`config.mk`:
```
export PLATFORM = sky130hd
export DESIGN_NAME = ifetch_npc
export DESIGN_NICKNAME = d
export VERILOG_FILES = /design/src/rtl/cpu_pkg.sv /design/src/rtl/npc_sel.sv /design/src/rtl/ifetch_npc.sv
export SDC_FILE = /design/constraint.sdc
export NUM_CORES = 1
export LEC_CHECK = 0
export ABC_AREA = 1
export BUFFER_PORTS_ARGS = -buffer_cell sky130_fd_sc_hd__buf_2
export CORE_UTILIZATION = 41
export CTS_BUF_LIST = sky130_fd_sc_hd__clkbuf_8
export CTS_CLUSTER_DIAMETER = 80
export DETAILED_ROUTE_END_ITERATION = 8
export PLACE_DENSITY = 0.77
export SLEW_MARGIN = 20
export SYNTH_ARGS = -nofsm -noshare
export SYNTH_HDL_FRONTEND = slang
export SYNTH_SLANG_ARGS = --single-unit
```
`constraint.sdc`:
```
create_clock -name clk -period 3 [get_ports clk]
set_input_delay 0.15 -clock clk [delete_from_list [all_inputs] [get_ports clk]]
set_output_delay 0.15 -clock clk [all_outputs]
set_load 0.05 [all_outputs]
```
`src/rtl/cpu_pkg.sv`:
```
// cpu_pkg: shared FSM states and address constants for the fetch path
package cpu_pkg;
  typedef enum logic [2:0] {IDLE, FETCH, ISSUE, UPDATE, HALT} state_t;
  localparam int INSTR_BYTES = 4;
  localparam int ADDR_ALIGN_MASK = ~3;
endpackage

```
`src/rtl/npc_sel.sv`:
```
// npc_sel: jump > branch > sequential next-address select, word-aligned
module npc_sel
  import cpu_pkg::*;
#(
  parameter int ADDR_W = 32
) (
  input  logic [ADDR_W-1:0] pc_i,
  input  logic              jmp_i,
  input  logic [ADDR_W-1:0] jmp_target_i,
  input  logic              br_taken_i,
  input  logic [ADDR_W-1:0] br_target_i,
  output logic [ADDR_W-1:0] nxt_o
);
  localparam logic [ADDR_W-1:0] MASK = ADDR_W'(ADDR_ALIGN_MASK);
  assign nxt_o = (jmp_i ? jmp_target_i : br_taken_i ? br_target_i : pc_i + ADDR_W'(INSTR_BYTES)) & MASK;
endmodule

```
`src/rtl/ifetch_npc.sv`:
```
// ifetch_npc: instruction fetch over req/ack and next-PC control
module ifetch_npc
  import cpu_pkg::*;
#(
  parameter int ADDR_W  = 32,
  parameter int TIMEOUT = 16
) (
  input  logic              clk,
  input  logic              reset,
  input  logic [ADDR_W-1:0] pc_cur,
  output logic [ADDR_W-1:0] npc,
  output logic              imem_req,
  output logic [ADDR_W-1:0] imem_addr,
  input  logic [31:0]       imem_rdata,
  input  logic              imem_ack,
  output logic [31:0]       ir,
  output logic              ir_valid,
  input  logic              core_ready,
  input  logic              br_taken,
  input  logic [ADDR_W-1:0] br_target,
  input  logic              jmp,
  input  logic [ADDR_W-1:0] jmp_target,
  output logic [31:0]       instr_cnt,
  output logic              fetch_err
);
  localparam int CW = (TIMEOUT > 2) ? $clog2(TIMEOUT) : 1;
  localparam logic [CW-1:0] LAST = CW'(TIMEOUT - 1);
  state_t state_q, state_d;
  logic [31:0] ir_q, ir_d, cnt_q, cnt_d;
  logic ir_valid_q, ir_valid_d, err_q, err_d;
  logic [CW-1:0] wait_q, wait_d;
  logic [ADDR_W-1:0] nxt_q, nxt_d, sel;
  npc_sel #(.ADDR_W(ADDR_W)) u_sel (
    .pc_i(pc_cur), .jmp_i(jmp), .jmp_target_i(jmp_target),
    .br_taken_i(br_taken), .br_target_i(br_target), .nxt_o(sel)
  );
  always_ff @(posedge clk or posedge reset) begin
    if (reset) begin
      state_q    <= IDLE;
      ir_q       <= '0;
      ir_valid_q <= 1'b0;
      cnt_q      <= '0;
      err_q      <= 1'b0;
      wait_q     <= '0;
      nxt_q      <= '0;
    end else begin
      state_q    <= state_d;
      ir_q       <= ir_d;
      ir_valid_q <= ir_valid_d;
      cnt_q      <= cnt_d;
      err_q      <= err_d;
      wait_q     <= wait_d;
      nxt_q      <= nxt_d;
    end
  end
  always_comb begin
    state_d    = state_q;
    ir_d       = ir_q;
    ir_valid_d = ir_valid_q;
    cnt_d      = cnt_q;
    err_d      = err_q;
    wait_d     = wait_q;
    nxt_d      = nxt_q;
    case (state_q)
      IDLE: state_d = FETCH;
      FETCH: begin
        if (imem_ack) begin
          ir_d       = imem_rdata;
          ir_valid_d = 1'b1;
          wait_d     = '0;
          state_d    = ISSUE;
        end else if (wait_q == LAST) begin
          err_d   = 1'b1;
          state_d = HALT;
        end else wait_d = wait_q + 1'b1;
      end
      ISSUE: begin
        if (core_ready) begin
          nxt_d      = sel;
          ir_valid_d = 1'b0;
          cnt_d      = cnt_q + 32'd1;
          state_d    = UPDATE;
        end
      end
      UPDATE: state_d = FETCH;
      default: state_d = state_q;
    endcase
  end
  // PC register reloads every edge, so only UPDATE presents a new address
  assign npc       = (state_q == UPDATE) ? nxt_q : pc_cur;
  assign imem_req  = (state_q == FETCH);
  assign imem_addr = pc_cur;
  assign ir        = ir_q;
  assign ir_valid  = ir_valid_q;
  assign instr_cnt = cnt_q;
  assign fetch_err = err_q;
endmodule
```
==> results.tsv <==
stage	metric	value	unit
power_and_ir_drop	Worst VDD drop	231	uV
timing	Final Hold Violating Endpoints	0	
clock_network	number of H-tree levels	3	
global_routing	Overflow after GRT	0	
routing	drc violations	0	
critical_path	CP bufs+invs	3	
clock_network	Sink Count	103	
yosys	Syn. warnings	0	
die	Starting Density	42.3	%
yosys	mean area per synthesized cell	6.82	um2
clock_network	CTS resizes	0	
global_routing	largest net degree at the start of global routing	57	
placed_design	Placed Area	7750	um2
global_routing	initial antenna violation count	0	
yosys	number of synthesized flops with an enable pin	0	
critical_path	CP Capture Type	output pin	
clock_network	Inserted Clock Buffers	9	
flow_run	Max Cap Viol	0	
yosys	number of synthesized register bits	103	
yosys	cells after synthesis	950	
die	core area	15300	um2
layout	# diodes	0	
power_and_ir_drop	Power Density	381	nW/um2
die	Die Wd	128	um
yosys	Netlist cell types	34	
timing	Setup-failing EPs final	0	
critical_path	crit path kind	register to output pin	
routing	vias per cell	4.93	
critical_path	Worst path max stage delay	0.48	ns
critical_path	CP arrival	2.21	ns
timing	fin crit period	2.36	ns
placed_design	Port Buffers	260	
routing	Iter 0 DRT Violations	347	
routing	post-route ant nets	0	
min_path	Worst Hold Class	primary input to register	
critical_path	crit-path max FO	35	
placed_design	RD Place Congestion	0.916	
layout	Area Overhead vs Synth	28.3	%
yosys	post-synthesis cell area	6480	um2
die	Rows	45	
critical_path	CP startpoint kind	register	
timing	Relative slew margins	50.1	%
critical_path	slowest cell on the critical path	nor3_4	
routing	WL final	20.3	mm
timing	fmax	0.424	GHz
critical_path	worst path cell trace	inv_1 -> nor3_4 -> buf_12 -> nand2_1 -> o21ai_0 -> buf_2	
run_status	outcome	finished clean	
yosys	share of the synthesized area in the top cell type	39.8	%
global_routing	Tot GR Track Use	25.5	%
yosys	most area-consuming cells after synthesis	dfrtp_1 40%, nand2_1 19%, nor2_1 8.7%	
routing	Pre-antenna DRT Iters	5	
global_routing	vias in the first global route	6758	
die	Die Area	16300	um2
min_path	hold path depth	3	
layout	share of cells above drive strength 1	25.4	%
yosys	asr flop ratio synth	100	%
clock_network	TritonCTS clock tree	built	
timing	RSZ-0062 raised after global routing	false	
critical_path	Reg2Reg Depth	9	
clock_network	Root Buffer	clkbuf_8	
power_and_ir_drop	total design power	3.17	mW
routing	Avg WL per Cell	14.4	um
critical_path	CP top delay family	buffers and inverters	
layout	most common cell after layout, fill and taps aside	nand2_1	
yosys	Synth Flop Type	dfrtp_1	
critical_path	Critical Path Stages	6	
layout	leading cell types in the layout, fill and taps excluded	323 x nand2_1, 260 x buf_2, 150 x nor2_1	
yosys	most area-hungry cell type in the Yosys netlist	dfrtp_1	
timing	fin. max-slew vios	0	
clock_network	Reg clk slew, reported paths	0.10	ns
critical_path	CP Data Required Time	2.85	ns
clock_network	clock latency on the worst-skew pair	0.39	ns
clock_network	Clock Path Buffers	2	
die	die span in y	128	um
placed_design	HPWL Detailed	14.4	mm
timing	Worst Tran Pin Value	0.749	ns
clock_network	post-CTS setup buffer count	0	
die	IO Count	265	
timing	Sum Neg Setup Slack	0	ns
global_routing	global-route wire length before repair	32.4	mm
power_and_ir_drop	leakage power	4.43	nW
yosys	post-synth net total	1087	
layout	Finished Cell Area	8310	um2
timing	Tcrit/Tclk final	78.7	%
layout	nets@finish	1336	
timing	Clock Skew	0.0117	ns
routing	DR vias	6971	
yosys	sequential share of the synthesized area	39.8	%
path summary, 6_finish.rpt:
check | startpoint | to | slack (ns)
worst max-delay path | state_q[0] | npc[15] | 0.64
max in group asynchronous | reset | ir[10] | 1.85
worst max register to register | state_q[0] | instr_cnt[26] | 1.02
min in group asynchronous | reset | instr_cnt[31] | 0.43
worst min-delay path | jmp_target[25] | nxt_q[25] | 0.06
worst min register to register | fetch_err | fetch_err | 0.47
cell families after synthesis:
kind of cell / share of synthesized area, %
and+or+nand+nor: 35.4
buffers and inverters: 10.1
xor gates and xnor gates: 5.00
adders and majority gates: 0.579
AOI/OAI and AO/OA: 9.15
DFF: 39.8
power by group:
group	leakage (nW)	internal [mW]	total [mW]	switching, mW
clock network	0.117	0.482	1.02	0.541
registers	1.28	1.43	1.46	0.0259
logic	3.03	0.202	0.688	0.485
total	4.43	2.11	3.17	1.05
flip-flops by register name, summed over array words and instances, names as in the netlist:
name       cells
ir            32
fetch_err      1
state_q        3
ir_valid       1
instr_cnt     32
wait_q         4
nxt_q         30
worst min-delay path: cells and delay by family:
family / cells / cell delay (ns)
AO/OA/AOI/OAI: 2 / 0.18
buffers and inverters: 1 / 0.07
metrics by stage:
step / hold WS (ns) / util [%] / std cells / worst slack, ns
final: 0.0566 / 54.3 / 1415 / 0.640
after global routing: 0.0633 / 54.3 / 1415 / 0.480
after CTS: 0.0384 / 54.3 / 1415 / 0.608
after detailed placement: 0.340 / 50.6 / 1365 / 1.03
after global placement: 0.334 / 50.6 / 1365 / 1.07
after floorplan: 0.267 / - / 950 / 0.146
metal layers:
layer	vias up	part of all wire [%]	track usage (%)	wire, um
li1	3436	-	-	-
met1	3213	41	29.6	8390
met2	288	50	46.1	10100
met3	34	6.8	5.09	1390
met4	0	2.4	9.90	479
met5	-	0	0	0
repair_timing:
action | CTS | global route
hold buffers | 34 | 0
endpoints found under the setup margin | 0 | 0
endpoints found under the hold margin | 88 | 0
final cells by class:
class / count / area (um2)
Sequential cell: 103 / 2580
Tap cell: 211 / 264
Clock buffer: 9 / 124
Multi-Input combinational cell: 709 / 3250
Clock inverter: 7 / 101
Fill cell: 1475 / 7000
Timing Repair Buffer: 300 / 1710
Inverter: 76 / 288
cell usage after synthesis (all sizes together) (2+ instances only):
| library cell | n |
|---|---|
| clkbuf | 14 |
| ha | 3 |
| nand4 | 7 |
| xnor2 | 17 |
| nand2 | 326 |
| xor2 | 20 |
| nor3 | 13 |
| nand3b | 3 |
| nor2 | 161 |
| dfrtp | 103 |
| nand3 | 44 |
| a21oi | 52 |
| o21ai | 53 |
| buf | 48 |
| o21bai | 2 |
| a22oi | 4 |
| inv | 76 |
(Power assumes the default switching activity.)
